$ cat src/rtl/hazard_pkg.sv
// Shared types and encodings for the pipeline hazard unit.
// Forwarding selects: FWD_NONE uses the ID/EX operand; values 2..NUM_STAGES name the source position.
package hazard_pkg;

    // rd is stored at this fixed width so the entry type does not depend on AW (AW <= HZ_RD_W)
    localparam int HZ_RD_W  = 8;
    localparam int FWD_NONE = 0;

    typedef struct packed {
        logic               valid;
        logic [HZ_RD_W-1:0] rd;
        logic               is_load;
    } sb_entry_t;

endpackage

$ cat src/rtl/hazard_scoreboard.sv
// Shift register of in-flight register writes (position 1 = ID/EX .. NUM_STAGES = MEM/WB)
// plus per-position source-operand match vectors.
module hazard_scoreboard
    import hazard_pkg::*;
#(
    parameter int AW         = 5,
    parameter int NUM_STAGES = 3
) (
    input  logic                  i_clk,
    input  logic                  i_reset,
    input  logic                  i_hold,
    input  logic                  i_bubble,
    input  sb_entry_t             i_entry,
    input  logic [AW-1:0]         i_rs1_addr,
    input  logic                  i_rs1_used,
    input  logic [AW-1:0]         i_rs2_addr,
    input  logic                  i_rs2_used,
    output logic [NUM_STAGES:1]   o_rs1_match,
    output logic [NUM_STAGES:1]   o_rs2_match,
    output logic [NUM_STAGES:1]   o_is_load,
    output logic                  o_entry1_valid
);

    sb_entry_t [NUM_STAGES:1] r_sb;

    logic               w_rs1_live;
    logic               w_rs2_live;
    logic [HZ_RD_W-1:0] w_rs1_ext;
    logic [HZ_RD_W-1:0] w_rs2_ext;

    assign w_rs1_ext  = HZ_RD_W'(i_rs1_addr);
    assign w_rs2_ext  = HZ_RD_W'(i_rs2_addr);
    // x0 reads are never hazards
    assign w_rs1_live = i_rs1_used && (i_rs1_addr != '0);
    assign w_rs2_live = i_rs2_used && (i_rs2_addr != '0);

    always_ff @(posedge i_clk) begin
        if (i_reset) begin
            r_sb <= '0;
        end else if (!i_hold) begin
            r_sb[1] <= i_bubble ? '0 : i_entry;
            for (int p = 2; p <= NUM_STAGES; p++) begin
                r_sb[p] <= r_sb[p-1];
            end
        end
    end

    for (genvar p = 1; p <= NUM_STAGES; p++) begin : g_pos
        assign o_rs1_match[p] = w_rs1_live && r_sb[p].valid && (r_sb[p].rd == w_rs1_ext);
        assign o_rs2_match[p] = w_rs2_live && r_sb[p].valid && (r_sb[p].rd == w_rs2_ext);
        assign o_is_load[p]   = r_sb[p].is_load;
    end

    assign o_entry1_valid = r_sb[1].valid;

endmodule

$ cat src/rtl/hazard_unit.sv
// Pipeline hazard control: load-use stalls, EX forwarding selects, WB->ID bypass,
// jump flushes and stall/flush cycle counters, all driven from the write scoreboard.
module hazard_unit
    import hazard_pkg::*;
#(
    parameter  int AW         = 5,
    parameter  int NUM_STAGES = 3,
    parameter  int ALU_AVAIL  = 2,
    parameter  int LOAD_AVAIL = 3,
    parameter  int FWD_EN     = 1,
    parameter  int CNT_W      = 32,
    localparam int SW         = $clog2(NUM_STAGES + 1)
) (
    input  logic             i_clk,
    input  logic             i_reset,
    input  logic             i_hold,
    input  logic             i_id_valid,
    input  logic [AW-1:0]    i_id_rs1_addr,
    input  logic             i_id_rs1_used,
    input  logic [AW-1:0]    i_id_rs2_addr,
    input  logic             i_id_rs2_used,
    input  logic [AW-1:0]    i_id_rd_addr,
    input  logic             i_id_rf_wen,
    input  logic             i_id_is_load,
    input  logic             i_ex_jump,
    output logic             o_stall,
    output logic             o_flush,
    output logic             o_id_wb_byp_rs1,
    output logic             o_id_wb_byp_rs2,
    output logic [SW-1:0]    o_ex_fwd_sel_rs1,
    output logic [SW-1:0]    o_ex_fwd_sel_rs2,
    output logic [CNT_W-1:0] o_stall_cnt,
    output logic [CNT_W-1:0] o_flush_cnt
);

    logic [1:0][NUM_STAGES:1] w_match;
    logic [NUM_STAGES:1]      w_is_load;
    logic [NUM_STAGES:1]      w_rs1_match;
    logic [NUM_STAGES:1]      w_rs2_match;
    logic                     w_entry1_valid;
    sb_entry_t                w_entry;
    logic                     w_stall;
    logic                     w_flush;
    logic                     w_any_stall;

    logic [SW-1:0]    r_sel_rs1;
    logic [SW-1:0]    r_sel_rs2;
    logic [CNT_W-1:0] r_stall_cnt;
    logic [CNT_W-1:0] r_flush_cnt;

    assign w_entry.valid   = i_id_valid && i_id_rf_wen && (i_id_rd_addr != '0);
    assign w_entry.rd      = HZ_RD_W'(i_id_rd_addr);
    assign w_entry.is_load = i_id_is_load;

    hazard_scoreboard #(
        .AW         (AW),
        .NUM_STAGES (NUM_STAGES)
    ) u_sb (
        .i_clk          (i_clk),
        .i_reset        (i_reset),
        .i_hold         (i_hold),
        .i_bubble       (w_stall || w_flush),
        .i_entry        (w_entry),
        .i_rs1_addr     (i_id_rs1_addr),
        .i_rs1_used     (i_id_rs1_used),
        .i_rs2_addr     (i_id_rs2_addr),
        .i_rs2_used     (i_id_rs2_used),
        .o_rs1_match    (w_rs1_match),
        .o_rs2_match    (w_rs2_match),
        .o_is_load      (w_is_load),
        .o_entry1_valid (w_entry1_valid)
    );

    assign w_match[0] = w_rs1_match;
    assign w_match[1] = w_rs2_match;

    for (genvar op = 0; op < 2; op++) begin : g_op
        logic          w_hit;
        logic          w_load;
        logic [SW-1:0] w_pos;
        logic          w_op_stall;
        logic          w_op_byp;
        logic [SW-1:0] w_sel;

        // Scan oldest to youngest so the youngest producer overwrites
        always_comb begin
            w_hit  = 1'b0;
            w_pos  = '0;
            w_load = 1'b0;
            for (int p = NUM_STAGES; p >= 1; p--) begin
                if (w_match[op][p]) begin
                    w_hit  = 1'b1;
                    w_pos  = SW'(p);
                    w_load = w_is_load[p];
                end
            end
        end

        // Producer at p is at p+1 once this consumer reaches EX
        always_comb begin
            w_op_stall = 1'b0;
            w_op_byp   = 1'b0;
            w_sel      = SW'(FWD_NONE);
            if (w_hit) begin
                if (w_pos == SW'(NUM_STAGES)) begin
                    w_op_byp = 1'b1;
                end else if (FWD_EN == 0) begin
                    w_op_stall = 1'b1;
                end else if ((int'(w_pos) + 1) < (w_load ? LOAD_AVAIL : ALU_AVAIL)) begin
                    w_op_stall = 1'b1;
                end else begin
                    w_sel = w_pos + SW'(1);
                end
            end
        end
    end

    assign w_any_stall = g_op[0].w_op_stall || g_op[1].w_op_stall;
    assign w_flush     = i_ex_jump && w_entry1_valid;
    assign w_stall     = i_id_valid && w_any_stall && !w_flush;

    always_ff @(posedge i_clk) begin
        if (i_reset) begin
            r_sel_rs1   <= SW'(FWD_NONE);
            r_sel_rs2   <= SW'(FWD_NONE);
            r_stall_cnt <= '0;
            r_flush_cnt <= '0;
        end else if (!i_hold) begin
            if (w_stall || w_flush || !i_id_valid) begin
                r_sel_rs1 <= SW'(FWD_NONE);
                r_sel_rs2 <= SW'(FWD_NONE);
            end else begin
                r_sel_rs1 <= g_op[0].w_sel;
                r_sel_rs2 <= g_op[1].w_sel;
            end
            if (w_stall) r_stall_cnt <= r_stall_cnt + CNT_W'(1);
            if (w_flush) r_flush_cnt <= r_flush_cnt + CNT_W'(1);
        end
    end

    assign o_stall          = w_stall;
    assign o_flush          = w_flush;
    assign o_id_wb_byp_rs1  = g_op[0].w_op_byp;
    assign o_id_wb_byp_rs2  = g_op[1].w_op_byp;
    assign o_ex_fwd_sel_rs1 = r_sel_rs1;
    assign o_ex_fwd_sel_rs2 = r_sel_rs2;
    assign o_stall_cnt      = r_stall_cnt;
    assign o_flush_cnt      = r_flush_cnt;

endmodule

$ cat config.mk
export PLATFORM = sky130hd
export DESIGN_NAME = hazard_unit
export DESIGN_NICKNAME = d
export VERILOG_FILES = /design/src/rtl/hazard_pkg.sv /design/src/rtl/hazard_scoreboard.sv /design/src/rtl/hazard_unit.sv
export SDC_FILE = /design/constraint.sdc
export NUM_CORES = 1
export LEC_CHECK = 0
export BUFFER_PORTS_ARGS = -buffer_cell sky130_fd_sc_hd__buf_2
export CAP_MARGIN = 20
export CORE_UTILIZATION = 43
export DETAILED_ROUTE_END_ITERATION = 8
export HOLD_SLACK_MARGIN = 0.02
export PLACE_DENSITY = 0.65
export REMOVE_ABC_BUFFERS = 1
export SLEW_MARGIN = 20
export SYNTH_ARGS = -nofsm -noshare
export SYNTH_HDL_FRONTEND = slang
export SYNTH_SLANG_ARGS = --single-unit
$ cat constraint.sdc
create_clock -name i_clk -period 3.4 [get_ports i_clk]
set_input_delay 0.17 -clock i_clk [delete_from_list [all_inputs] [get_ports i_clk]]
set_output_delay 0.17 -clock i_clk [all_outputs]
set_load 0.01 [all_outputs]
==> results of run 1 <==
## power by group
part / switching, W / total, W / internal, W / leakage [nW]
combinational: 0.0000743 / 0.000120 / 0.0000461 / 1.36
sequential: 0.0000133 / 0.00106 / 0.00105 / 0.719
clock: 0.000359 / 0.000692 / 0.000333 / 0.0929
total: 0.000446 / 0.00188 / 0.00143 / 2.17
## metrics by stage
stage	utilization, %	instances	area (µm²)	TNS (ns)	worst slack, ns
CTS	51.59	756	5326	0	0.02944
floorplan	-	503	4419	-16.17	-0.5306
global placement	49.73	740	5134	0	0.2334
detailed placement	49.73	740	5134	0	0.1612
finish	52.56	762	5426	0	0.1427
global route	52.56	762	5426	-0.002217	-0.002217
## worst max-delay path, cell delays in order, from the launching register on
cell and delay, ns:
dfxtp_2 0.35, xor2_1 0.17, nor4_2 0.34, nand4_1 0.26, inv_1 0.13, nor2_1 0.07
ha_1 0.27, inv_1 0.03, a31o_2 0.21, a31o_2 0.23, a32oi_4 0.27, buf_12 0.19
nor2_1 0.05, buf_2 0.13
## how the worst max path moves through the flow
| stage | start | end | slack (ns) | cells after the start |
|---|---|---|---|---|
| after floorplan | i_id_rs2_addr[0] | o_ex_fwd_sel_rs2[1]$_SDFFE_PP0N_ | -0.53 | 13 |
| after global routing | u_sb.r_sb[1]$_SDFFE_PP0N_ | o_stall | -0.002 | 13 |
| final | u_sb.r_sb[5]$_SDFFE_PP0N_ | o_stall | 0.14 | 13 |
| after detailed placement | i_id_rs1_addr[0] | o_stall_cnt[13]$_SDFFE_PP0P_ | 0.16 | 12 |
| after CTS | u_sb.r_sb[12]$_SDFFE_PP0N_ | o_stall | 0.03 | 13 |
| after global placement | i_id_rs1_addr[0] | o_stall_cnt[26]$_SDFFE_PP0P_ | 0.23 | 12 |
## metal layers
metal  up-vias  wire length (µm)
li1       2138                 -
met1      2046              5523
met2       113              5410
met3         6               497
met4         0                63
met5         -                 0
## what timing repair did
action	in CTS	in global routing
hold buffers	1	0
endpoints found under the hold margin	1	0
buffers inserted	0	4
resized for setup	1	5
gates cloned	0	2
pin swaps	0	4
setup endpoints to repair	1	1
## final cells by class
class                   count  area [µm²]  share of cell area (%)
clock buffers              11       131.4                   2.421
inverters                  15       56.30                   1.038
repair buffers            108       623.1                   11.48
multi-input cells         399        2618                   48.24
flip-flops and latches     89        1783                   32.86
clock inverters             4       45.04                  0.8301
well taps                 136       170.2                   3.136
## kinds of logic (layout without fill, tap and decap cells)
family                     count (synthesis)  after routing  synth area share [%]
adders and majority gates                  6              6                 1.644
muxes                                     14             14                 3.069
and+or+nand+nor                          217            217                 25.73
AOI/OAI and AO/OA                        109            109                 15.92
DFF                                       89             89                 39.02
buffers and inverters                     46            138                 4.439
xor gates and xnor gates                  53             53                 10.17
## layout by cell type (no fill, tap or decap), types with 13 or more instances in the layout
master / Yosys / layout
nor2_1: 51 / 51
xor2_1: 36 / 36
dfxtp_1: 89 / 88
nand2_1: 38 / 38
buf_2: 3 / 95
o21ai_0: 17 / 16
or3_1: 13 / 13
nand4_1: 19 / 19
inv_1: 15 / 15
nand3_1: 25 / 25
mux2i_1: 14 / 14
or4_1: 30 / 30
a21oi_1: 41 / 41
o31ai_1: 28 / 28
xnor2_1: 17 / 17
## synthesized netlist by cell type, types with 4 or more instances
library cell	count
nand2_1	38
nor3_1	4
and3_1	9
a21oi_1	41
inv_1	15
ha_1	6
o31ai_1	28
and2_1	7
or4_1	30
clkbuf_1	21
mux2i_1	14
nand4_1	19
xnor2_1	17
dfxtp_1	89
or3_1	13
o21ai_0	17
a22o_1	6
xor2_1	36
nand3_1	25
nor4_1	7
nor2_1	51
## state kept, by name, summed over array words and instances, names as in the netlist
signal,cells
o_ex_fwd_sel_rs1,2
u_sb.o_is_load,3
o_ex_fwd_sel_rs2,2
o_flush_cnt,32
u_sb.o_entry1_valid,1
u_sb.r_sb,17
o_stall_cnt,32
==> results.md, run 1 <==
* Residual DRC at 0
* Largest net degree at the start of global routing at 67
* Hold-critical path endpoint: u_sb.r_sb[2]$_SDFFE_PP0N_
* Max FO, Critical Path at 17
* Clk pin slew, worst setup/hold paths at 0.08 ns
* Number of enable flip-flop cells after synthesis at 0
* # Max-Cap Violations at 0
* Antenna Cells at 0
* First-pass GRT wire length at 18060 µm
* Layout cells sized above 1 at 21.41%
* HP Class: in2reg
* Final WL at 11490 µm
* Final min period at 3.257 ns
* Top_reg_cell synth: dfxtp_1
* Die ar. at 11030 µm²
* Die X-Extent at 105.0 µm
* Reg2Reg Capture Point: o_stall_cnt[7]$_SDFFE_PP0P_
* P&R area growth vs syn at 18.85%
* Final Skew at 0.008025 ns
* Drt wl/cell at 15.08 µm
* FP Rows at 37
* Min-Delay Startpoint: i_id_rd_addr[1]
* RD Place Congestion at 0.8662
* Max Slew Vio Count at 0
* Initial antenna violation count at 0
* Tcrit/Tclk final at 95.80%
* H-tree depth at 3
* Maximum vdd drop at 0.2244 mV
* #FFs+latches synth at 89
* Mapped Area at 4566 µm²
* First-pass detailed-route iteration total at 5
* RR Startpoint: u_sb.r_sb[22]$_SDFFE_PP0N_
* CP Launch Type: register
* Mapped Cells at 534
* # fillers at 989
* Die height at 105.0 µm
* Io pins at 96
* Grt met1 use at 25.91%
* Post-DRT Antenna Nets at 0
* Largest area contributor in the netlist: dfxtp_1
* Hold path cells at 2
* Root Driver: clkbuf_8
* Pwr Total at 0.001876 W
* Required time of the worst setup path at 3.23 ns
* Vias in the first global route at 3803
* Top post-synthesis cells by area: dfxtp_1 (39%), xor2_1 (6.9%), or4_1 (4.9%)
* Register area share after synthesis at 39.02%
* Top-area cell type share of the netlist area at 39.02%
* Reg2Reg Setup Slack at 0.16 ns
* Core area at 10320 µm²
* Max-slew headroom at 51.12%
* Worst Reg-to-Reg Cells at 12
* CTS tree: built
* Port-buffer cells at 95
* Grt ovf at 0
* Crit path capture type: output pin
* GR peak layer: met2
* Netlist cell types at 47
* Met2 Use GR at 33.16%
* Met3 usage at 4.242%
* Inserted Clock Buffers at 9
* Sink Count at 89
* HPWL after detailed placement at 7881 µm
* Pwr Density at 345.7 nW/µm²
* Drt first-iter violations at 178
* DR vias/cell at 5.647
* Worst skew pair latency at 0.35 ns
* Initial Utilization at 44.22%
* Clock buffer depth at 2
* All-Layer GR Usage at 19.99%
* DR vias at 4303
* Worst EP arrival at 3.09 ns
* Avg Inst Size Synth at 8.550 µm²
* Max Clk Rate at 0.3070 GHz
* Final setup vio count at 0
* Ys async rst share at 0%
* Status: finished clean
* Layout net count at 652
* Worst Setup Path Type: reg2out
* Final hold viol count at 0
* Leak at 2.173 nW
* Worst-margin pin slew at 0.7317 ns
* Hold slack final at 0.03838 ns
* Yosys warns at 0
Note: power is estimated with default switching activity, not from simulation.
==> inputs of run 2 (changes only) <==
--- a/config.mk
+++ b/config.mk
@@ -7,10 +7,12 @@
 export LEC_CHECK = 0
 export BUFFER_PORTS_ARGS = -buffer_cell sky130_fd_sc_hd__buf_2
 export CAP_MARGIN = 20
-export CORE_UTILIZATION = 43
+export CELL_PAD_IN_SITES_DETAIL_PLACEMENT = 1
+export CELL_PAD_IN_SITES_GLOBAL_PLACEMENT = 2
+export CORE_UTILIZATION = 32
 export DETAILED_ROUTE_END_ITERATION = 8
 export HOLD_SLACK_MARGIN = 0.02
-export PLACE_DENSITY = 0.65
+export PLACE_DENSITY_LB_ADDON = 0.1
 export REMOVE_ABC_BUFFERS = 1
 export SLEW_MARGIN = 20
 export SYNTH_ARGS = -nofsm -noshare
==> results.md, run 2 (synthesis results as in run 1) <==
* Status: finished clean
* RD Place Congestion at 0.7417 (-14%)
* Worst skew pair latency at 0.34 ns (about the same)
* Worst EP arrival at 3.02 ns (-0.07 ns)
* PnR worst setup slack at 0.2063 ns (+0.06356 ns)
* First-pass GRT wire length at 21490 µm (+19%)
* Final std cells w/o fill at 805 (+5.6%)
* HP Class: in2reg
* Sink Count at 89 (unchanged)
* Placed Cells at 786 (+6.2%)
* Final WL at 12960 µm (+13%)
* Worst setup path endpoint: o_stall
* H-tree depth at 3 (unchanged)
* Pwr Density at 382.9 nW/µm² (+11%)
* Largest delay share family, worst path: compound AO/OA/AOI/OAI gates
* Clk pin slew, worst setup/hold paths at 0.06 ns (-0.02 ns)
* Die height at 121.4 µm (+16%)
* Crit path capture type: output pin
* Core area at 13880 µm² (+34%)
* Critical Path, Cell by Cell: xor2_1 > nor4_2 > nand4_1 > inv_1 > o21ai_0 > ha_1 > inv_1 > a31o_2 > a31o_2 > a32oi_4 > nor2_1 > buf_2
* Commonest non-fill, non-tap cell in the layout: buf_2
* Reg2Reg Setup Slack at 0.24 ns (+0.08 ns)
* Setup TNS after final layout at 0 ns (unchanged)
* Worst Reg-to-Reg Cells at 11 (-1)
* Drt first-iter violations at 230 (+29%)
* CTS tree: built
* # Max-Cap Violations at 0 (unchanged)
* Residual DRC at 0 (unchanged)
* Drt wl/cell at 16.09 µm (+6.7%)
* CP Launch Type: register
* Port-buffer cells at 95 (unchanged)
* Max Clk Rate at 0.3131 GHz (+2.0%)
* RR Startpoint: u_sb.r_sb[12]$_SDFFE_PP0N_
* Unrepaired setup endpoints after global routing: no
* Hold slack final at 0.04450 ns (+0.006116 ns)
* HPWL after detailed placement at 9270 µm (+18%)
* DR vias at 4307 (+0.093%)
* Final hold viol count at 0 (unchanged)
* Design Area, Final at 5522 µm² (+1.8%)
* Max Slew Vio Count at 0 (unchanged)
* Dpl ws at 0.07567 ns (-0.08555 ns)
* Inserted Clock Buffers at 9 (unchanged)
* Root Driver: clkbuf_16
* Layout cells sized above 1 at 21.12% (-0.29 points)
* Maximum vdd drop at 0.1956 mV (-13%)
* Max FO, Critical Path at 5 (-12)
* Initial antenna violation count at 0 (unchanged)
* FP Rows at 43 (+16%)
* Leading cell types in the layout, fill and taps excluded: buf_2 (95), dfxtp_1 (89), nor2_1 (51)
* Largest net degree at the start of global routing at 65 (-3.0%)
* Initial Utilization at 32.89% (-11 points)
* Final Skew at 0.005661 ns (-0.002364 ns)
* Die ar. at 14750 µm² (+34%)
* Die X-Extent at 121.4 µm (+16%)
* Required time of the worst setup path at 3.23 ns (about the same)
* First-pass detailed-route iteration total at 4 (-1)
* Worst-margin pin slew at 0.8295 ns (+0.09775 ns)
* Placement Cell Area at 5204 µm² (+1.4%)
* Largest stage delay, worst path at 0.36 ns (about the same)
* Grt ovf at 0 (unchanged)
* Final min period at 3.194 ns (-0.06356 ns)
* Critical-path top delay cell: dfxtp_1
* All-Layer GR Usage at 18.33% (-1.7 points)
* Cell depth of the worst setup path at 12 (-1)
* Io pins at 96 (unchanged)
* DR vias/cell at 5.350 (-5.3%)
* Post-DRT Antenna Nets at 0 (unchanged)
* Final setup vio count at 0 (unchanged)
* Hold path cells at 2 (unchanged)
* Antenna Cells at 0 (unchanged)
* CP Launch Point: u_sb.r_sb[12]$_SDFFE_PP0N_
* Buffers and inverters on the worst path at 3 (-1)
* Clock buffer depth at 2 (unchanged)
* P&R area growth vs syn at 20.94%
* Tcrit/Tclk final at 93.93% (-1.9 points)
* Vias in the first global route at 4274 (+12%)
* Worst Setup Path Type: reg2out
* Reg2Reg Capture Point: o_stall_cnt[28]$_SDFFE_PP0P_
* Layout net count at 651 (-0.15%)
* Max-slew headroom at 44.59% (-6.5 points)
* Leak at 2.184 nW (+0.51%)
[run 2: cell type report]
type	instances	area [µm²]
Fill cell	1678	8359
Multi-Input combinational cell	399	2614
Sequential cell	89	1782
Timing Repair Buffer	107	580.6
Clock buffer	12	246.5
Tap cell	180	225.2
Inverter	15	56.30
Clock inverter	3	17.52
[run 2: worst min path at each step]
stage                                from                              to  slack (ns)
final                     i_id_rd_addr[0]       u_sb.r_sb[1]$_SDFFE_PP0N_        0.04
after detailed placement     i_id_is_load  u_sb.o_is_load[1]$_SDFFE_PP0N_        0.38
after global routing      i_id_rd_addr[0]       u_sb.r_sb[1]$_SDFFE_PP0N_        0.04
after global placement       i_id_is_load  u_sb.o_is_load[1]$_SDFFE_PP0N_        0.38
after CTS                 i_id_rd_addr[0]       u_sb.r_sb[1]$_SDFFE_PP0N_        0.03
after floorplan                   i_reset    o_flush_cnt[11]$_SDFFE_PP0P_        0.24
[run 2: where the power goes]
part / switching [W] / internal [W] / leakage [nW]
clock: 0.000419 / 0.000510 / 0.128
combinational: 0.0000761 / 0.0000450 / 1.34
sequential: 0.0000133 / 0.00105 / 0.718
[run 2: per-layer routing]
metal / global-route usage [%] / wire length [µm] / part of all wire, %
met5: 0 / 0 / 0
met4: 6.713 / 180 / 1.4
met3: 2.538 / 389 / 3.0
met2: 28.80 / 5967 / 46
met1: 25.32 / 6418 / 50
[run 2: repair_timing]
action                                  CTS  global route
buffers inserted                          0             3
endpoints found under the hold margin     1             0
resized for setup                         0             5
hold buffers                              1             0
endpoints found under the setup margin    0            30
[run 2: through the flow]
| step | power [W] | utilization (%) |
|---|---|---|
| CTS | 0.002145 | 39.46 |
| floorplan | 0.001138 | - |
| detailed placement | 0.001206 | 37.49 |
| finish | 0.002114 | 39.78 |
| global placement | 0.001204 | 37.49 |
| global route | 0.002202 | 39.78 |
==> inputs of run 3 (changes only) <==
--- a/config.mk
+++ b/config.mk
@@ -14,6 +14,7 @@
 export HOLD_SLACK_MARGIN = 0.02
 export PLACE_DENSITY_LB_ADDON = 0.1
 export REMOVE_ABC_BUFFERS = 1
+export SETUP_SLACK_MARGIN = 0.5
 export SLEW_MARGIN = 20
 export SYNTH_ARGS = -nofsm -noshare
 export SYNTH_HDL_FRONTEND = slang
==> results.md, run 3 (synthesis results as in run 1) <==
* All-Layer GR Usage at 18.86% (+0.53 points)
* Max Clk Rate at 0.3177 GHz (+1.5%)
* Inserted Clock Buffers at 9 (unchanged)
* Hold slack final at 0.03957 ns (-0.004927 ns)
* Pwr Density at 363.5 nW/µm² (-5.1%)
* Final setup vio count at 0 (unchanged)
* Crit path capture type: register
* Leading cell types in the layout, fill and taps excluded: buf_2 (94), dfxtp_1 (80), nor2_1 (49)
* Drt first-iter violations at 235 (+2.2%)
* CP Launch Type: register
* Worst Setup Path Type: reg2reg
* Maximum vdd drop at 0.1971 mV (+0.77%)
* Port-buffer cells at 95 (unchanged)
* Post-DRT Antenna Nets at 0 (unchanged)
* Die ar. at 14750 µm² (unchanged)
* FP Rows at 43 (unchanged)
* Pwr Total at 0.002127 W (+0.59%)
* Core area at 13880 µm² (unchanged)
* # fillers at 1669 (-0.54%)
* Tcrit/Tclk final at 92.57% (-1.4 points)
* Worst-margin pin slew at 0.8173 ns (-0.01218 ns)
* P&R area growth vs syn at 28.14%
* Residual DRC at 0 (unchanged)
* Unrepaired setup endpoints after global routing: yes
* HPWL after detailed placement at 9270 µm (unchanged)
* RD Place Congestion at 0.7417 (unchanged)
* Buffers and inverters on the worst path at 4 (+1)
* Antenna Cells at 0 (unchanged)
* Final hold viol count at 0 (unchanged)
* Required time of the worst setup path at 3.64 ns (+0.41 ns)
* Largest net degree at the start of global routing at 65 (unchanged)
* DR vias at 4445 (+3.2%)
* Initial antenna violation count at 0 (unchanged)
* First-pass GRT wire length at 22070 µm (+2.7%)
* Max FO, Critical Path at 5 (unchanged)
* Clock buffer depth at 2 (unchanged)
* Status: finished clean
* Io pins at 96 (unchanged)
* CTS tree: built
* # Max-Cap Violations at 0 (unchanged)
* HP Class: in2reg
* Leak at 2.342 nW (+7.2%)
* Final WL at 14110 µm (+8.9%)
* Die height at 121.4 µm (unchanged)
* Largest delay share family, worst path: compound AO/OA/AOI/OAI gates
* Final Skew at 0.005650 ns (-0.00001083 ns)
* Max Slew Vio Count at 0 (unchanged)
* Most numerous cell on the critical path: a31o_4
* RR Startpoint: u_sb.r_sb[15]$_SDFFE_PP0N_
* Clk pin slew, worst setup/hold paths at 0.06 ns (about the same)
* Worst skew pair latency at 0.35 ns (about the same)
* CP Launch Point: u_sb.r_sb[15]$_SDFFE_PP0N_
* First-pass detailed-route iteration total at 4 (unchanged)
* H-tree depth at 3 (unchanged)
* Min-Delay Startpoint: i_id_rd_addr[0]
* Sink Count at 89 (unchanged)
* Initial Utilization at 32.89% (unchanged)
* Max-slew headroom at 45.40% (+0.81 points)
* Worst EP arrival at 3.39 ns (+0.37 ns)
* Grt ovf at 0 (unchanged)
* Critical-path top delay cell: dfxtp_2
* Vias in the first global route at 4385 (+2.6%)
* Die X-Extent at 121.4 µm (unchanged)
* Layout net count at 675 (+3.7%)
* Largest stage delay, worst path at 0.35 ns (about the same)
* Critical Path, Cell by Cell: xor2_1 > nor4_2 > nand4_1 > inv_2 > o21ai_4 > ha_1 > inv_1 > a31o_4 > a31o_4 > a32oi_4 > buf_4 > buf_6 > nand2_4 > o41ai_2
* Drt wl/cell at 17.02 µm (+5.8%)
* Root Driver: clkbuf_16
* DR vias/cell at 5.362 (+0.22%)
* Commonest non-fill, non-tap cell in the layout: buf_2
* Final min period at 3.147 ns (-0.04650 ns)
* Layout cells sized above 1 at 27.73% (+6.6 points)
==> run 3: cell count changes in the layout (fill, tap and decap cells not counted), moves of 3 or more <==
cell / delta
buf_4: +20
o21ai_0: -4
o21ai_2: +3
dfxtp_2: +8
dfxtp_1: -9
nor4_2: +3
nor4_1: -3
==> run 3: per-stage QoR <==
step                worst slack [ns]  cells  instance area, µm²  setup TNS (ns)  util [%]
floorplan                    -0.5306    503                4419          -16.17         -
global placement              0.2016    786                5204               0     37.49
detailed placement           0.07567    786                5204               0     37.49
CTS                           0.3422    817                5649               0     40.70
global route                  0.1430    829                5851               0     42.15
finish                        0.2528    829                5851               0     42.15
==> run 3: report_power, final <==
part	internal [W]	leakage [nW]	switching [W]
logic	0.0000488	1.49	0.0000809
clock network	0.000510	0.128	0.000423
registers	0.00105	0.722	0.0000129
total	0.00161	2.34	0.000516
==> run 3: area by class of cell <==
class                   instances  area (µm²)  share of cell area (%)
flip-flops and latches         89        1795                   30.69
clock buffers                  12       246.5                   4.213
clock inverters                 3       17.52                  0.2994
multi-input cells             399        2701                   46.17
well taps                     180       225.2                   3.849
inverters                      15       56.30                  0.9624
repair buffers                131       808.3                   13.82
==> run 3: final timing paths <==
kind / endpoint / slack [ns] / cells after the start
hold reg to reg: o_ex_fwd_sel_rs1[1]$_SDFFE_PP0N_ / 0.46 / 2
setup reg to reg: o_ex_fwd_sel_rs2[1]$_SDFFE_PP0N_ / 0.25 / 14
setup / recovery: o_ex_fwd_sel_rs2[1]$_SDFFE_PP0N_ / 0.25 / 14
hold / removal: u_sb.r_sb[1]$_SDFFE_PP0N_ / 0.04 / 2
==> run 3: per-layer routing <==
| layer | GRT usage [%] | vias up | wire, µm |
|---|---|---|---|
| met2 | 29.76 | 70 | 6621 |
| li1 | - | 2174 | - |
| met4 | 7.022 | 0 | 196 |
| met1 | 26.01 | 2186 | 6904 |
| met5 | 0 | - | 0 |
| met3 | 2.444 | 15 | 389 |
==> run 3: timing repair <==
| action | 4_1_cts | 5_1_grt |
|---|---|---|
| hold buffers | 1 | 0 |
| endpoints found under the setup margin | 44 | 44 |
| pin swaps | 9 | 11 |
| gates cloned | 0 | 3 |
| gates resized for setup | 20 | 22 |
| hold endpoints to repair | 1 | 0 |
| setup buffers | 15 | 9 |
